`config.mk`:
```
export PLATFORM = sky130hd
export DESIGN_NAME = soc_mem_arbiter
export DESIGN_NICKNAME = d
export VERILOG_FILES = /design/src/rtl/soc_bus_pkg.sv /design/src/rtl/rr_arbiter.sv /design/src/rtl/soc_mem_arbiter.sv
export SDC_FILE = /design/constraint.sdc
export NUM_CORES = 1
export LEC_CHECK = 0
export CORE_AREA = 4 4 131 133
export DETAILED_ROUTE_END_ITERATION = 16
export DIE_AREA = 0 0 135 137
export GPL_ROUTABILITY_DRIVEN = 0
export PLACE_DENSITY = 0.63
export SLEW_MARGIN = 20
export SYNTH_ARGS = -nofsm -noshare
export SYNTH_HDL_FRONTEND = slang
export SYNTH_HIERARCHICAL = 1
export SYNTH_SLANG_ARGS = --single-unit
```
`constraint.sdc`:
```
create_clock -name clk -period 6.6 [get_ports clk]
set_input_delay 1.65 -clock clk [delete_from_list [all_inputs] [get_ports clk]]
set_output_delay 1.65 -clock clk [all_outputs]
set_load 0.1 [all_outputs]
```
`src/rtl/soc_bus_pkg.sv`:
```
// ---------------------------------------------------------------------------
// soc_bus_pkg
// Shared definitions for the SoC memory arbiter: FSM encoding, the default
// read-error pattern and width helpers for the pointer and timeout counter.
// Revision: 1.0
// ---------------------------------------------------------------------------
`default_nettype none

package soc_bus_pkg;

  typedef enum logic [0:0] {
    IDLE    = 1'b0,
    WAIT_RD = 1'b1
  } state_t;

  localparam logic [31:0] DEF_ERR_DATA = 32'hDEAD_BEEF;

  // Width of the round-robin pointer / winner index for nm masters
  function automatic int ptr_w(input int nm);
    return (nm > 1) ? $clog2(nm) : 1;
  endfunction

  // Width of a counter that must hold 0 .. to-1
  function automatic int cnt_w(input int to);
    return (to > 1) ? $clog2(to) : 1;
  endfunction

endpackage

`default_nettype wire

```
`src/rtl/rr_arbiter.sv`:
```
// ---------------------------------------------------------------------------
// rr_arbiter
// Picks one requester per cycle, either round-robin starting from an internal
// pointer or fixed priority (index 0 highest). The pointer only moves when the
// caller reports that the winner's transfer was actually accepted.
// Revision: 1.0
// ---------------------------------------------------------------------------
`default_nettype none

module rr_arbiter
  import soc_bus_pkg::*;
#(
  parameter int NM      = 3,
  parameter bit RR_MODE = 1'b1
) (
  input  logic                    clk,
  input  logic                    rstn,
  input  logic [NM-1:0]           req,
  input  logic                    advance,
  output logic [NM-1:0]           gnt,
  output logic [ptr_w(NM)-1:0]    winner_idx
);

  localparam int PW = ptr_w(NM);

  logic [PW-1:0] ptr;
  logic [PW-1:0] start;
  logic [PW-1:0] idx;
  logic          found;
  int            pos;

  // Search requesters from the start index, wrapping modulo NM; first hit wins
  always_comb begin
    gnt        = '0;
    winner_idx = '0;
    found      = 1'b0;
    pos        = 0;
    idx        = '0;
    start      = RR_MODE ? ptr : '0;
    for (int i = 0; i < NM; i++) begin
      pos = int'(start) + i;
      if (pos >= NM) pos = pos - NM;
      idx = PW'(pos);
      if (!found && req[idx]) begin
        found      = 1'b1;
        gnt[idx]   = 1'b1;
        winner_idx = idx;
      end
    end
  end

  // Pointer moves to the slot after the accepted winner; frozen in fixed mode
  always_ff @(posedge clk or negedge rstn) begin
    if (!rstn) begin
      ptr <= '0;
    end else if (advance && RR_MODE) begin
      ptr <= (winner_idx == PW'(NM - 1)) ? '0 : winner_idx + 1'b1;
    end
  end

endmodule

`default_nettype wire

```
`src/rtl/soc_mem_arbiter.sv`:
```
// ---------------------------------------------------------------------------
// soc_mem_arbiter
// N-master to single-memory arbiter. Writes pass straight through and may be
// issued every cycle; a read blocks the bus until the memory answers or the
// timeout fires, and the response is routed back to the master that issued it.
// Revision: 1.0
// ---------------------------------------------------------------------------
`default_nettype none

module soc_mem_arbiter
  import soc_bus_pkg::*;
#(
  parameter int            DW       = 32,
  parameter int            AW       = 32,
  parameter int            NM       = 3,
  parameter bit            RR_MODE  = 1'b1,
  parameter int            TIMEOUT  = 64,
  parameter logic [DW-1:0] ERR_DATA = DW'(DEF_ERR_DATA)
) (
  input  logic               clk,
  input  logic               rstn,
  input  logic [NM-1:0]      m_req,
  input  logic [NM-1:0]      m_we,
  input  logic [NM*AW-1:0]   m_addr,
  input  logic [NM*DW-1:0]   m_wdata,
  output logic [NM-1:0]      m_gnt,
  output logic [NM-1:0]      m_rvalid,
  output logic [DW-1:0]      m_rdata,
  output logic [NM-1:0]      m_err,
  output logic               s_req,
  output logic               s_we,
  output logic [AW-1:0]      s_addr,
  output logic [DW-1:0]      s_wdata,
  input  logic               s_gnt,
  input  logic               s_rvalid,
  input  logic [DW-1:0]      s_rdata
);

  localparam int            PW       = ptr_w(NM);
  localparam int            CW       = cnt_w(TIMEOUT);
  localparam logic [CW-1:0] TMO_LAST = CW'(TIMEOUT - 1);

  state_t        state;
  state_t        state_nxt;
  logic [PW-1:0] owner;
  logic [CW-1:0] tmo_cnt;

  logic [NM-1:0] arb_gnt;
  logic [PW-1:0] win;
  logic          accept;
  logic          accept_rd;
  logic          rd_done;
  logic          rd_tmo;
  logic [NM-1:0] owner_oh;

  logic [AW-1:0] addr_arr  [NM];
  logic [DW-1:0] wdata_arr [NM];

  for (genvar g = 0; g < NM; g++) begin : g_unpack
    assign addr_arr[g]  = m_addr[g*AW +: AW];
    assign wdata_arr[g] = m_wdata[g*DW +: DW];
  end

  rr_arbiter #(
    .NM      (NM),
    .RR_MODE (RR_MODE)
  ) u_arb (
    .clk        (clk),
    .rstn       (rstn),
    .req        (m_req),
    .advance    (accept),
    .gnt        (arb_gnt),
    .winner_idx (win)
  );

  // Transfer and response qualifiers shared by FSM, counter and outputs
  always_comb begin
    accept    = (state == IDLE) && (|m_req) && s_gnt;
    accept_rd = accept && !m_we[win];
    rd_done   = (state == WAIT_RD) && s_rvalid;
    rd_tmo    = (state == WAIT_RD) && !s_rvalid && (tmo_cnt == TMO_LAST);
    owner_oh  = {{(NM-1){1'b0}}, 1'b1} << owner;
  end

  // State register
  always_ff @(posedge clk or negedge rstn) begin
    if (!rstn) begin
      state <= IDLE;
    end else begin
      state <= state_nxt;
    end
  end

  // Next state: only an accepted read leaves IDLE; response or timeout returns
  always_comb begin
    state_nxt = state;
    case (state)
      IDLE:    if (accept_rd)          state_nxt = WAIT_RD;
      WAIT_RD: if (rd_done || rd_tmo)  state_nxt = IDLE;
      default:                         state_nxt = IDLE;
    endcase
  end

  // Remember who owns the outstanding read and how long it has been waiting
  always_ff @(posedge clk or negedge rstn) begin
    if (!rstn) begin
      owner   <= '0;
      tmo_cnt <= '0;
    end else if (accept_rd) begin
      owner   <= win;
      tmo_cnt <= '0;
    end else if (state == WAIT_RD) begin
      tmo_cnt <= tmo_cnt + 1'b1;
    end
  end

  // Outputs: bus request and grants in IDLE only, responses in WAIT_RD only
  always_comb begin
    s_we     = m_we[win];
    s_addr   = addr_arr[win];
    s_wdata  = wdata_arr[win];
    s_req    = 1'b0;
    m_gnt    = '0;
    m_rvalid = '0;
    m_err    = '0;
    m_rdata  = '0;
    if (state == IDLE) begin
      s_req = |m_req;
      m_gnt = s_gnt ? arb_gnt : '0;
    end
    if (rd_done) begin
      m_rvalid = owner_oh;
      m_rdata  = s_rdata;
    end else if (rd_tmo) begin
      m_rvalid = owner_oh;
      m_err    = owner_oh;
      m_rdata  = ERR_DATA;
    end
  end

endmodule

`default_nettype wire

```
==> results of run 1 <==
-- critical path, delay by kind of cell --
family	cells	cell delay, ns
AND/OR/NAND/NOR	1	0.21
AO/OA/AOI/OAI	2	0.84
buffers and inverters	3	1.20
multiplexers	2	0.38
-- logic make-up (layout without fill, tap and decap cells) --
family | count (synthesis) | after routing | share of synthesized area
multiplexers | 69 | 69 | 0.2801
flip-flops | 11 | 11 | 0.1101
adder cells (fa/ha/maj) | 5 | 5 | 0.02501
AND/OR/NAND/NOR | 161 | 161 | 0.2881
AO/OA/AOI/OAI | 93 | 93 | 0.2121
buffers and inverters | 39 | 357 | 0.07054
XOR/XNOR | 4 | 4 | 0.01401
-- placed cells by master, fill, tap and decap left out, types with 4 or more instances in the layout --
master and n:
nand2_1 120, inv_1 7, o21ai_0 20, mux2i_1 66, nor2b_1 5, o21ai_1 49
dfrtp_1 11, nor2_1 5, buf_12 67, buf_4 38, nand2b_1 4, ha_1 5
and2_1 4, clkdlybuf4s50_1 241, and3_1 8, a21oi_1 8
-- routing by layer --
| layer | track usage | wire length (um) | vias to the layer above |
|---|---|---|---|
| met5 | 0 | 0 | - |
| met1 | 0.1647 | 5572 | 1678 |
| met4 | 0.03191 | 217 | 0 |
| met2 | 0.2868 | 8190 | 199 |
| li1 | - | - | 1957 |
| met3 | 0.03824 | 1420 | 12 |
-- state kept, by name, indices dropped and copies added, names as in the netlist --
| register | flops |
|---|---|
| tmo_cnt | 6 |
| owner | 2 |
| u_arb/ptr | 2 |
| state | 1 |
-- worst max-delay path by stage --
stage	start	end	cells after the start	slack [ns]
CTS	m_req[1]	s_addr[1]	8	0.63
global route	m_req[1]	s_we	8	0.47
global placement	m_req[1]	s_we	8	0.68
finish	m_req[1]	s_addr[1]	8	0.63
detailed placement	m_req[1]	s_addr[1]	8	0.62
floorplan	m_req[1]	s_addr[10]	7	0.19
-- stage by stage --
stage	instance area [um^2]	setup slack, ns	std cells
global placement	6679	0.6775	912
detailed placement	6679	0.6184	912
finish	6758	0.6310	916
global route	6758	0.4701	916
floorplan	2501	0.1860	382
CTS	6758	0.6252	916
-- layout make-up --
type	count	area, um^2	area share
clock buffer	4	78.83	0.01166
tap	216	270.3	0.03999
inverter	7	26.28	0.003888
timing repair buffer	346	4039	0.5977
sequential	11	275.3	0.04073
multi-input combinational	332	2068	0.3061
==> PnR_summary.wiki, run 1 <==
{| class="wikitable"
! Metric !! Value
|-
| Port Buffers || 340
|-
| Main flop type after synthesis || dfrtp_1
|-
| Sum Neg Setup Slack || 0 ns
|-
| Pins over their slew limit || 0
|-
| Post-synth top area cell || mux2i_1
|-
| Minimum clock period after layout || slightly below 6 ns
|-
| Total CTS buffers || 3
|-
| Number of gates resized after CTS || 0
|-
| Setup slack, reg-to-reg || 3.80 ns
|-
| Count of unique library cells instantiated by Yosys || between 40 and 50
|-
| Clock latency of the later-clocked register in the worst-skew pair || 0.24 ns
|-
| Share of the cycle needed by the critical path after routing || 0.9044
|-
| Floorplan die height || approximately 140 um
|-
| Area fraction of the dominant cell type after synthesis || 0.2641
|-
| Post-route worst hold slack || 0.5475 ns
|-
| Total grt overflow || 0
|-
| Max_cap viols || 0
|-
| Share of layout cells above drive strength 1 || 0.1686
|-
| Total number of nets in the final design || 940
|-
| Starting utilization of the core area || 0.1580
|-
| Highest clock frequency the design can meet || 167.5 MHz
|-
| Total Wirelength || around 15000 um
|-
| Unrepaired setup endpoints after global routing || false
|-
| Hold path startpoint || u_arb/ptr[0]
|-
| Type of the tightest min-delay check || flip-flop to flip-flop
|-
| Via count || approximately 3800
|-
| Hold Buf Count CTS || 0
|-
| Antenna-violating nets left || 0
|-
| WL/cell || 16.81 um
|-
| Critical Path Sink Type || output pin
|-
| Count of inserted antenna diode cells || 0
|-
| Number of global-route vias before repair || slightly below 4000
|-
| Launch instance of the worst register-to-register path || u_arb/ptr[1]
|-
| Overall Global Routing Usage || 0.1492
|-
| Cell-by-cell trace of the critical path || clkdlybuf4s50_1, mux2i_1, or2_1, o311a_4, buf_4, mux2i_1, o21ai_0, buf_12
|-
| R2R Path End || tmo_cnt[5]
|-
| Standard cell with the maximum stage delay on the critical path || clkdlybuf4s50_1
|-
| Worst path required time || 4.95 ns
|-
| Number of synthesized flops with an enable pin || 0
|-
| Final hold violation count || 0
|-
| Mapped Avg Cell Area || 6.548 um^2
|-
| Count of H-tree levels built during CTS || 1
|-
| Number of detailed-routing iterations run before antenna repair || 4
|-
| Cell area after synthesis || 0.002501 mm^2
|-
| Top cell types by occurrence after synthesis || nand2_1, o21ai_0, mux2i_1
|-
| Proportion of synthesized flip-flops having asynchronous set or reset || 1.000
|-
| Utilization after layout || 0.4270
|-
| Number of instances in the synthesized netlist || 382
|-
| Dominant cells by area after synthesis || mux2i_1, nand2_1, o21ai_0, dfrtp_1, ha_1
|-
| Core region area || 0.01583 mm^2
|-
| Startpoint kind of the worst setup timing path || input port
|-
| Number of antenna violations at the first check in global routing || 0
|-
| Global-route wire length before repair || 21710 um
|-
| Number of register bits inferred by synthesis || 11
|-
| Critical path class || input port to output pin
|-
| Fill cell total of the finished layout || 1546
|-
| Largest stage delay on the critical path || 0.52 ns
|-
| Normalized max-slew margin || 0.3403
|-
| Root buffer cell || clkbuf_16
|-
| Clock tree from TritonCTS || built
|-
| Most numerous cell in the Yosys netlist || nand2_1
|-
| Count of boundary I/O pins || 341
|-
| Endpoint, Worst Hold || u_arb/ptr[0]
|-
| Die area || approximately 0.018 mm^2
|-
| Yosys warning total || 6
|-
| Max clock buf depth || 2
|-
| Outcome || finished, final reports clean
|-
| Initial DRC Count || 147
|-
| Cell repeated most along the worst path || mux2i_1
|-
| Clock skew after layout || 0.0006758 ns
|-
| Largest net degree at the start of global routing || 57
|-
| Total nets after synthesis || 621
|-
| HPWL after detailed placement || 13330 um
|-
| Arrival time at the worst endpoint || approximately 4.3 ns
|-
| Count of buffers added by post-CTS timing repair for setup || 0
|-
| DRC Markers || 0
|-
| Std cell rows || 46
|-
| Tightest Pin Transition || 0.9864 ns
|-
| Signed area change from the synthesized netlist to the final layout || 170.2%
|-
| Clock slew seen by the registers of the worst setup and hold paths || approximately 0.04 ns
|-
| Worst Reg-to-Reg Cells || 8
|-
| CP max FO || 23
|-
| Proportion of synthesized chip area in sequential cells || 0.1101
|-
| Number of stages on the worst hold path || 2
|-
| Number of clock sinks || 11
|-
| Via/cell ratio || 4.199
|-
| Die W || about 140 um
|-
| Final setup violating endpoints || 0
|}
Power of run 1 is not shown: default switching activity piles up to over one toggle a cycle in this logic, so the estimate is an artifact.
==> run 2: changes to the inputs <==
Settings changed: PLACE_DENSITY 0.63 to 0.64, SYNTH_HIERARCHICAL 1 to default.
Clock period 6.6 ns to 7.6 ns, I/O delays scaled along.
==> run 2 against run 1 <==
- largest cell class unchanged
- non-clock buffer count is 6 higher
- first-iteration DRC count is 24% lower
- cell count is 0.76% lower
- via count grew 0.81%
- setup slack improved by 0.30 ns
==> PnR_summary.wiki, run 2 <==
{| class="wikitable"
! Metric !! Value
|-
| Flip-flop count of the largest register, all copies and words added || 6
|-
| Number of synthesized flops with an enable pin || 0
|-
| Max_cap viols || 0
|-
| Sum Neg Setup Slack || 0 ns
|-
| Initial DRC Count || 111
|-
| Clock latency of the later-clocked register in the worst-skew pair || 0.24 ns
|-
| Max clock buf depth || 2
|-
| Cell area after synthesis || 0.002671 mm^2
|-
| Fill cell total of the finished layout || between 1500 and 2000
|-
| Utilization after layout || 0.4029
|-
| Outcome || finished, final reports clean
|-
| Antenna-violating nets left || 0
|-
| Largest stage delay on the critical path || 0.64 ns
|-
| Leading registers by flop count || tmo_cnt (6), owner (2), u_arb.ptr (2)
|-
| Total number of nets in the final design || 933
|-
| Count of unique library cells instantiated by Yosys || 47
|-
| Port Buffers || 340
|-
| Total CTS buffers || 3
|-
| Minimum clock period after layout || 6.672 ns
|-
| Startpoint kind of the worst setup timing path || input port
|-
| Cell-by-cell trace of the critical path || clkdlybuf4s50_1, mux2i_1, o22a_1, and2_4, o211ai_4, buf_4, mux2i_1, a21oi_1, buf_12
|-
| Floorplan die height || 137 um
|-
| Proportion of synthesized flip-flops having asynchronous set or reset || 1.000
|-
| Count of H-tree levels built during CTS || 1
|-
| Count of inserted antenna diode cells || 0
|-
| Standard cell with the maximum stage delay on the critical path || o211ai_4
|-
| Top cell types by occurrence after synthesis || nor2_1, mux2i_1, a21oi_1
|-
| Largest net degree at the start of global routing || between 50 and 60
|-
| Pins over their slew limit || 0
|-
| Count of buffers added by post-CTS timing repair for setup || 0
|-
| Share of the cycle needed by the critical path after routing || 0.8779
|-
| Number of clock sinks || 11
|-
| Highest clock frequency the design can meet || 149.9 MHz
|-
| Cell family with most CP delay || buffers and inverters
|-
| Unrepaired setup endpoints after global routing || false
|-
| Number of register bits inferred by synthesis || 11
|-
| WL/cell || 16.77 um
|-
| Via/cell ratio || roughly 4.3
|-
| Global-route wire length before repair || about 21000 um
|-
| Most numerous cell in the Yosys netlist || nor2_1
|-
| Final Non-Filler Cells || ~910
|-
| Total grt overflow || 0
|-
| HPWL after detailed placement || 13190 um
|-
| Register with the highest flop count || tmo_cnt
|-
| Signed area change from the synthesized netlist to the final layout || 138.7%
|-
| Std cell rows || 46
|-
| Total Wirelength || about 15000 um
|-
| Arrival time at the worst endpoint || roughly 4.8 ns
|-
| Area fraction of the dominant cell type after synthesis || 0.2548
|-
| Core region area || between 0.015 and 0.02 mm^2
|-
| Starting utilization of the core area || 0.1688
|-
| Mapped Avg Cell Area || roughly 7.2 um^2
|-
| Number of detailed-routing iterations run before antenna repair || 4
|-
| Cell repeated most along the worst path || mux2i_1
|-
| Register Area || 275.3 um^2
|-
| Die W || 135 um
|-
| Leading cell type in the layout, fill and taps excluded || clkdlybuf4s50_1
|-
| Root buffer cell || clkbuf_16
|-
| Die area || 0.01850 mm^2
|-
| Final hold violation count || 0
|-
| Via count || 3877
|-
| Final setup violating endpoints || 0
|-
| Clock skew after layout || a little over 0.002 ns
|-
| Number of gates resized after CTS || 0
|-
| Dpl cells || 905
|-
| Critical path class || input port to output pin
|-
| DRC Markers || 0
|-
| Hold Buf Count CTS || 0
|-
| Clock slew seen by the registers of the worst setup and hold paths || about 0.040 ns
|-
| Overall Global Routing Usage || 0.1428
|-
| Total nets after synthesis || 610
|-
| Leading cell types in the layout, fill and taps excluded || clkdlybuf4s50_1, nor2_1, buf_4
|-
| Main flop type after synthesis || dfrtp_1
|-
| Proportion of synthesized chip area in sequential cells || 0.1030
|-
| Worst path required time || approximately 5.7 ns
|-
| Clock tree from TritonCTS || built
|-
| Share of layout cells above drive strength 1 || 0.1760
|-
| Multi-input combinational cell area || 0.002135 mm^2
|-
| Yosys warning total || 0
|-
| Count of boundary I/O pins || 341
|-
| Number of instances in the synthesized netlist || 371
|-
| Normalized max-slew margin || 0.3227
|-
| Dominant cells by area after synthesis || mux2i_1, a21oi_1, nor2_1, dfrtp_1, a21o_1
|-
| Type of the tightest min-delay check || flip-flop to flip-flop
|-
| Post-route worst hold slack || 0.5401 ns
|-
| Critical Path Sink Type || output pin
|-
| Number of global-route vias before repair || 3765
|-
| Number of antenna violations at the first check in global routing || 0
|-
| Post-synth top area cell || mux2i_1
|-
| CP max FO || 16
|-
| Tightest Pin Transition || roughly 1.0 ns
|-
| WP buf/inv || 3
|}
[run 2: final timing paths]
check / slack (ns) / cells past startpoint / to / start
max in group asynchronous: 5.25 / 1 / tmo_cnt[4] / rstn
setup / recovery: 0.93 / 9 / s_wdata[0] / m_req[1]
hold reg to reg: 0.54 / 2 / tmo_cnt[5] / tmo_cnt[5]
setup reg to reg: 4.80 / 8 / u_arb.ptr[1] / u_arb.ptr[0]
hold / removal: 0.54 / 2 / tmo_cnt[5] / tmo_cnt[5]
min in group asynchronous: 2.01 / 1 / owner[1] / rstn
[run 2: through the flow]
step | setup WS (ns) | instance area (um^2)
5_1_grt | 0.8005 | 6377
6_report | 0.9278 | 6377
2_1_floorplan | 0.7119 | 2671
3_3_place_gp | 0.9807 | 6297
3_5_place_dp | 0.9204 | 6297
4_1_cts | 0.9252 | 6377
[run 2: area by class of cell]
class,count,share of cell area
inverters,3,0.001766
repair buffers,352,0.5654
multi-input cells,323,0.3347
clock inverters,1,0.0007848
clock buffers,3,0.01177
well taps,216,0.04238
flip-flops and latches,11,0.04316
[run 2: cell families (layout without fill, tap and decap cells)]
| group | Yosys count | in the layout | share of synthesized area |
|---|---|---|---|
| buffers and inverters | 37 | 359 | 0.1007 |
| adder cells (fa/ha/maj) | 5 | 5 | 0.02342 |
| AO/OA/AOI/OAI | 121 | 121 | 0.2937 |
| AND/OR/NAND/NOR | 123 | 123 | 0.2037 |
| multiplexers | 69 | 69 | 0.2590 |
| flip-flops | 11 | 11 | 0.1030 |
| XOR/XNOR | 5 | 5 | 0.01640 |
[run 2: worst reg2reg max path, delay by kind of cell (launching register included)]
family	cells	cell delay, ns
mux	1	0.32
flops	1	0.40
simple gates	1	0.21
compound gates	3	0.90
buf+inv	2	0.39
fa+ha+maj	1	0.46
[run 2: layer usage]
layer / GRT usage / part of all wire / vias up
li1: - / - / 1972
met1: 0.1698 / 0.38 / 1691
met2: 0.2635 / 0.51 / 208
met3: 0.04301 / 0.10 / 6
met4: 0.01232 / 0.0052 / 0
met5: 0 / 0 / -
Power of run 2 is left out for the same reason.
